--- config.mk ---
export PLATFORM = sky130hd
export DESIGN_NAME = keypad_scanner
export DESIGN_NICKNAME = d
export VERILOG_FILES = /design/src/rtl/keypad_pkg.sv /design/src/rtl/sync_2ff.sv /design/src/rtl/keypad_scanner.sv
export SDC_FILE = /design/constraint.sdc
export NUM_CORES = 1
export LEC_CHECK = 0
export CAP_MARGIN = 20
export CORE_ASPECT_RATIO = 0.7
export CORE_MARGIN = 2
export CORE_UTILIZATION = 60
export DETAILED_ROUTE_END_ITERATION = 10
export PLACE_DENSITY = 0.94
export SLEW_MARGIN = 10
export SYNTH_ARGS = -nofsm -noshare
export SYNTH_HDL_FRONTEND = slang
export SYNTH_SLANG_ARGS = --single-unit
export TNS_END_PERCENT = 1
--- constraint.sdc ---
create_clock -name clk -period 5.48 [get_ports clk]
set_input_delay 0.548 -clock clk [delete_from_list [all_inputs] [get_ports clk]]
set_output_delay 0.548 -clock clk [all_outputs]
set_load 0.05 [all_outputs]
--- src/rtl/keypad_pkg.sv ---
// Shared types and constants for the 4x4 keypad scanner.
package keypad_pkg;

  typedef enum logic [2:0] {
    SCAN,
    DEBOUNCE_PRESS,
    STROBE,
    HELD,
    DEBOUNCE_RELEASE
  } state_t;

  localparam logic [3:0] KEY_CLEAR = 4'd10;
  localparam logic [3:0] KEY_EXEC  = 4'd11;
  localparam logic [3:0] KEY_DIV   = 4'd12;
  localparam logic [3:0] KEY_MUL   = 4'd13;
  localparam logic [3:0] KEY_SUB   = 4'd14;
  localparam logic [3:0] KEY_ADD   = 4'd15;

  // Indexed by {row, col}; element 15 is written first.
  localparam logic [15:0][3:0] KEY_MAP = {
    KEY_DIV, KEY_EXEC, 4'd0,    KEY_CLEAR,  // row3: col3..col0
    KEY_MUL, 4'd9,     4'd8,    4'd7,       // row2
    KEY_SUB, 4'd6,     4'd5,    4'd4,       // row1
    KEY_ADD, 4'd3,     4'd2,    4'd1        // row0
  };

  // Index of the lowest-numbered active-low column; 0 when none is low.
  function automatic logic [1:0] lowest_low(input logic [3:0] cols);
    logic [1:0] idx;
    idx = '0;
    for (int i = 3; i >= 0; i--)
      if (!cols[i]) idx = 2'(i);
    return idx;
  endfunction

endpackage

--- src/rtl/sync_2ff.sv ---
// Two-flop synchronizer for asynchronous inputs; resets to all-ones (idle for pulled-up lines).
module sync_2ff #(
  parameter int WIDTH = 4
) (
  input  logic             clk,
  input  logic             reset,
  input  logic [WIDTH-1:0] d,
  output logic [WIDTH-1:0] q
);

  logic [WIDTH-1:0] meta;

  // Two register stages to let metastability resolve before use.
  always_ff @(posedge clk or posedge reset) begin
    if (reset) begin
      meta <= '1;
      q    <= '1;
    end else begin
      meta <= d;
      q    <= meta;
    end
  end

endmodule

--- src/rtl/keypad_scanner.sv ---
// 4x4 matrix keypad scanner: row scan, press/release debounce, one-cycle keystrobe.
module keypad_scanner
  import keypad_pkg::*;
#(
  parameter int SCAN_DIV = 1000,
  parameter int DEBOUNCE = 50000
) (
  input  logic       clk,
  input  logic       reset,
  input  logic [3:0] col_n,
  output logic [3:0] row_n,
  output logic       keystrobe,
  output logic [3:0] keycode,
  output logic       key_held
);

  // One counter serves both the scan dwell and the debounce windows.
  localparam int SW = (SCAN_DIV > 1) ? $clog2(SCAN_DIV) : 1;
  localparam int DW = (DEBOUNCE > 1) ? $clog2(DEBOUNCE) : 1;
  localparam int CW = (SW > DW) ? SW : DW;
  localparam logic [CW-1:0] SCAN_LAST = CW'(SCAN_DIV - 1);
  localparam logic [CW-1:0] DEB_LAST  = CW'(DEBOUNCE - 1);

  state_t        state, state_nxt;
  logic [CW-1:0] cnt, cnt_nxt;
  logic [1:0]    row, row_nxt;
  logic [1:0]    col, col_nxt;
  logic [3:0]    code_nxt;
  logic [3:0]    col_s;

  sync_2ff #(.WIDTH(4)) u_sync (
    .clk   (clk),
    .reset (reset),
    .d     (col_n),
    .q     (col_s)
  );

  // State, counters, latched key position and output code.
  always_ff @(posedge clk or posedge reset) begin
    if (reset) begin
      state   <= SCAN;
      cnt     <= '0;
      row     <= '0;
      col     <= '0;
      keycode <= '0;
    end else begin
      state   <= state_nxt;
      cnt     <= cnt_nxt;
      row     <= row_nxt;
      col     <= col_nxt;
      keycode <= code_nxt;
    end
  end

  // Next-state logic; row stays frozen on the latched row outside SCAN.
  always_comb begin
    state_nxt = state;
    cnt_nxt   = cnt;
    row_nxt   = row;
    col_nxt   = col;
    code_nxt  = keycode;
    case (state)
      SCAN: begin
        if (cnt == SCAN_LAST) begin
          cnt_nxt = '0;
          if (col_s != 4'hF) begin
            col_nxt   = lowest_low(col_s);
            state_nxt = DEBOUNCE_PRESS;
          end else begin
            row_nxt = row + 2'd1;
          end
        end else begin
          cnt_nxt = cnt + CW'(1);
        end
      end
      DEBOUNCE_PRESS: begin
        if (col_s[col]) begin
          state_nxt = SCAN;
          row_nxt   = row + 2'd1;
          cnt_nxt   = '0;
        end else if (cnt == DEB_LAST) begin
          state_nxt = STROBE;
          cnt_nxt   = '0;
          code_nxt  = KEY_MAP[{row, col}];
        end else begin
          cnt_nxt = cnt + CW'(1);
        end
      end
      STROBE: state_nxt = HELD;
      HELD: begin
        // Only the latched column matters here; other keys are ignored.
        if (col_s[col]) begin
          state_nxt = DEBOUNCE_RELEASE;
          cnt_nxt   = '0;
        end
      end
      DEBOUNCE_RELEASE: begin
        if (!col_s[col]) begin
          state_nxt = HELD;
        end else if (cnt == DEB_LAST) begin
          state_nxt = SCAN;
          row_nxt   = row + 2'd1;
          cnt_nxt   = '0;
        end else begin
          cnt_nxt = cnt + CW'(1);
        end
      end
      default: begin
        state_nxt = SCAN;
        cnt_nxt   = '0;
      end
    endcase
  end

  assign row_n     = ~(4'b0001 << row);
  assign keystrobe = (state == STROBE);
  assign key_held  = (state == STROBE) || (state == HELD) || (state == DEBOUNCE_RELEASE);

endmodule

==> impl_metrics.csv <==
group,metric,value,unit
floorplan,dieArea,3890,um2
final_layout,seq_area,886,um2
sta,rsz0062_at_grt,"false",
logic_synthesis,ys_ff_latch,35,
detailed_routing,wl_met2,1700,um
detailed_routing,vias_per_cell,6.01,
logic_synthesis,synth.mux.area_fraction,5.40,%
pwr,powerDensity,202,nW/um2
sta,setup_tns,0,ns
final_layout,fin_cells,258,
detailed_routing,first_pass_iters,4,
logic_synthesis,synth_edf_count,0,
clock_network,clock_sinks,35,
logic_synthesis,synthTopCellsByArea,"dfrtp_1 33%, dfstp_2 10%, ha_1 6.7%",
clock_network,cts_htree_levels,2,
clock_network,post_cts_resized,0,
pwr,p_leak,0.000953,uW
detailed_routing,vias,1550,
sta,period_minus_slack,2.81,ns
global_route,grt_pass1_wl,7070,um
final_layout,multi_input_area,1060,um2
sta,fmax,0.355,GHz
floorplan,core,3190,um2
logic_synthesis,synth_adder_area_share,6.75,%
global_route,grt_usage,24.8,%
clock_network,cts.path.max_buffers,2,
final_layout,insertedDiodeCount,0,
placement,pre_cts_slack,2.83,ns
detailed_routing,drc,0,
placement,dp.cells,249,
logic_synthesis,synth_area,2040,um2
floorplan,die_h,52.8,um
logic_synthesis,synth_nets,222,
detailed_routing,ant_nets,0,
pwr,peakVddDrop,0.183,mV
detailed_routing,met1_length,1960,um
logic_synthesis,yosys_warnings,0,
critical_path,path_max_fanout,12,
floorplan,die_w,73.7,um
min_path,min_path_type,"flop to flop",
sta,relSlewSlack,63.4,%
clock_network,cts_tree,"done",
logic_synthesis,syn_inst,205,
final_layout,mostFrequentLayoutCell,"dfrtp_1",
sta,skew,0.00725,ns
sta,whs,0.355,ns
detailed_routing,wl_per_cell,15.5,um
job,max-cap-violations,0,
final_layout,mostFrequentLayoutCells,"27 x dfrtp_1, 22 x nor2_1, 15 x xnor2_1, 15 x clkdlybuf4s50_1, 14 x nand2_1",
final_layout,fillers,216,
detailed_routing,wl,3990,um
global_route,grt_pass1_vias,1462,
critical_path,critPathKind,"flop to output pin",
logic_synthesis,synth_top_family_by_area,"simple AND/OR/NAND/NOR gates",
logic_synthesis,seq_area_frac_synth,43.4,%
critical_path,required,4.93,ns
clock_network,clk_pin_slew_worst_paths,0.07,ns
clock_network,cts_hold_buf,0,
logic_synthesis,synth_top_area_share,33.1,%
floorplan,ios,16,
clock_network,cts_setup_buffers,0,
clock_network,insertion_delay,0.29,ns
placement,port_buffers,15,
sta,worst_pin_slew,0.547,ns
placement,hpwl,2820,um
placement,gp_congestion,0.904,
sta,setup_viol,0,
outcome,status,"finished, final reports clean",
logic_synthesis,avgSynthCellArea,9.95,um2
global_route,grt_max_degree,36,
logic_synthesis,synthArstFlopShare,100,%
detailed_routing,drt_iter0_drc,137,
sta,finalHoldViolCount,0,
logic_synthesis,synth-compound-area-share,10.8,%
final_layout,nets,236,
clock_network,cts_buffers,5,
critical_path,start_kind,"flop",
sta,slew_viol_final,0,
final_layout,syn2layout_area_growth,12.3,%
pwr,p_total,462,uW
critical_path,worstPathArrival,2.27,ns
floorplan,num_rows,17,
global_route,grt-ovfl-total,0,
logic_synthesis,synth_cell_type_count,45,
logic_synthesis,synth.largest_area_cell,"dfrtp_1",
final_layout,drive_gt1_share,14.1,%
logic_synthesis,yosys.area_share.simple,22.5,%
critical_path,crit_path_end_kind,"output pin",
logic_synthesis,synth_flop_cell,"dfrtp_1",
detailed_routing,top_layer,"met4",
logic_synthesis,synthXorXnorAreaFrac,6.44,%
floorplan,start_util,63.9,%
sta,timing.final.ws_setup,2.67,ns
sta,post-route-period-util,51.3,%
global_route,antenna_found_initial,0,
detailed_routing,met3_wirelength,250,um
clock_network,cts_root_buf,"clkbuf_8",
==> Yosys cell counts, drive strengths merged, types with 5 or more instances <==
master  number
dfstp        8
nor3        11
clkbuf       7
dfrtp       27
ha          11
xnor2       15
o21ai        5
mux2         6
nand2       14
a21oi       12
nor2        23
inv         13
==> worst max-delay path, stage by stage, from the launching register on <==
cell             delay, ns
dfrtp_1               0.53
or3b_2                0.56
nand2_1               0.08
clkdlybuf4s50_1       0.80
==> cell type report <==
class                      instances  share of cell area (%)
clock buffer                       6                    3.17
timing repair buffer              17                    7.21
multi-input combinational        147                    46.2
tap                               38                    2.08
sequential                        35                    38.7
inverter                          13                    2.13
clock inverter                     2                   0.546
==> power breakdown <==
part	internal, uW	total (uW)	switching [uW]
Sequential	264	266	2.01
Combinational	5.24	13.2	7.91
Clock	88.7	183	94.6
Total	358	462	105
==> kinds of logic after synthesis <==
family                   count (synthesis)
XOR/XNOR                                15
multiplexers                             9
buffers and inverters                   23
flip-flops                              35
adder cells (fa/ha/maj)                 11
AO/OA/AOI/OAI                           31
AND/OR/NAND/NOR                         81
==> sequential cells by signal, indices dropped and copies added (netlist names) <==
signal	cells
cnt	16
keycode	4
u_sync.meta	4
u_sync.q	4
state	3
col	2
row	2
==> per-layer routing <==
layer	vias to the layer above	track usage (%)
met5	-	0
met4	0	10.6
met3	9	6.92
met2	55	33.9
met1	739	36.1
li1	747	-
==> stage by stage <==
stage / utilization, % / instance area, um2
after floorplan: - / 2040
after global placement: 68.9 / 2200
after detailed placement: 68.9 / 2200
after CTS: 71.6 / 2280
after global routing: 71.8 / 2290
final: 71.8 / 2290
==> path summary, 6_finish.rpt <==
path                           startpoint          end  slack (ns)  cells past startpoint
setup / recovery                 state[1]     key_held        2.67                      3
hold / removal             u_sync.meta[1]  u_sync.q[1]        0.35                      0
setup reg to reg                  cnt[10]       cnt[6]        2.80                      5
hold reg to reg            u_sync.meta[1]  u_sync.q[1]        0.35                      0
max in group asynchronous           reset  u_sync.q[3]        4.50                      3
min in group asynchronous           reset       cnt[4]        0.64                      3
Power figures use the tool's default switching activity.
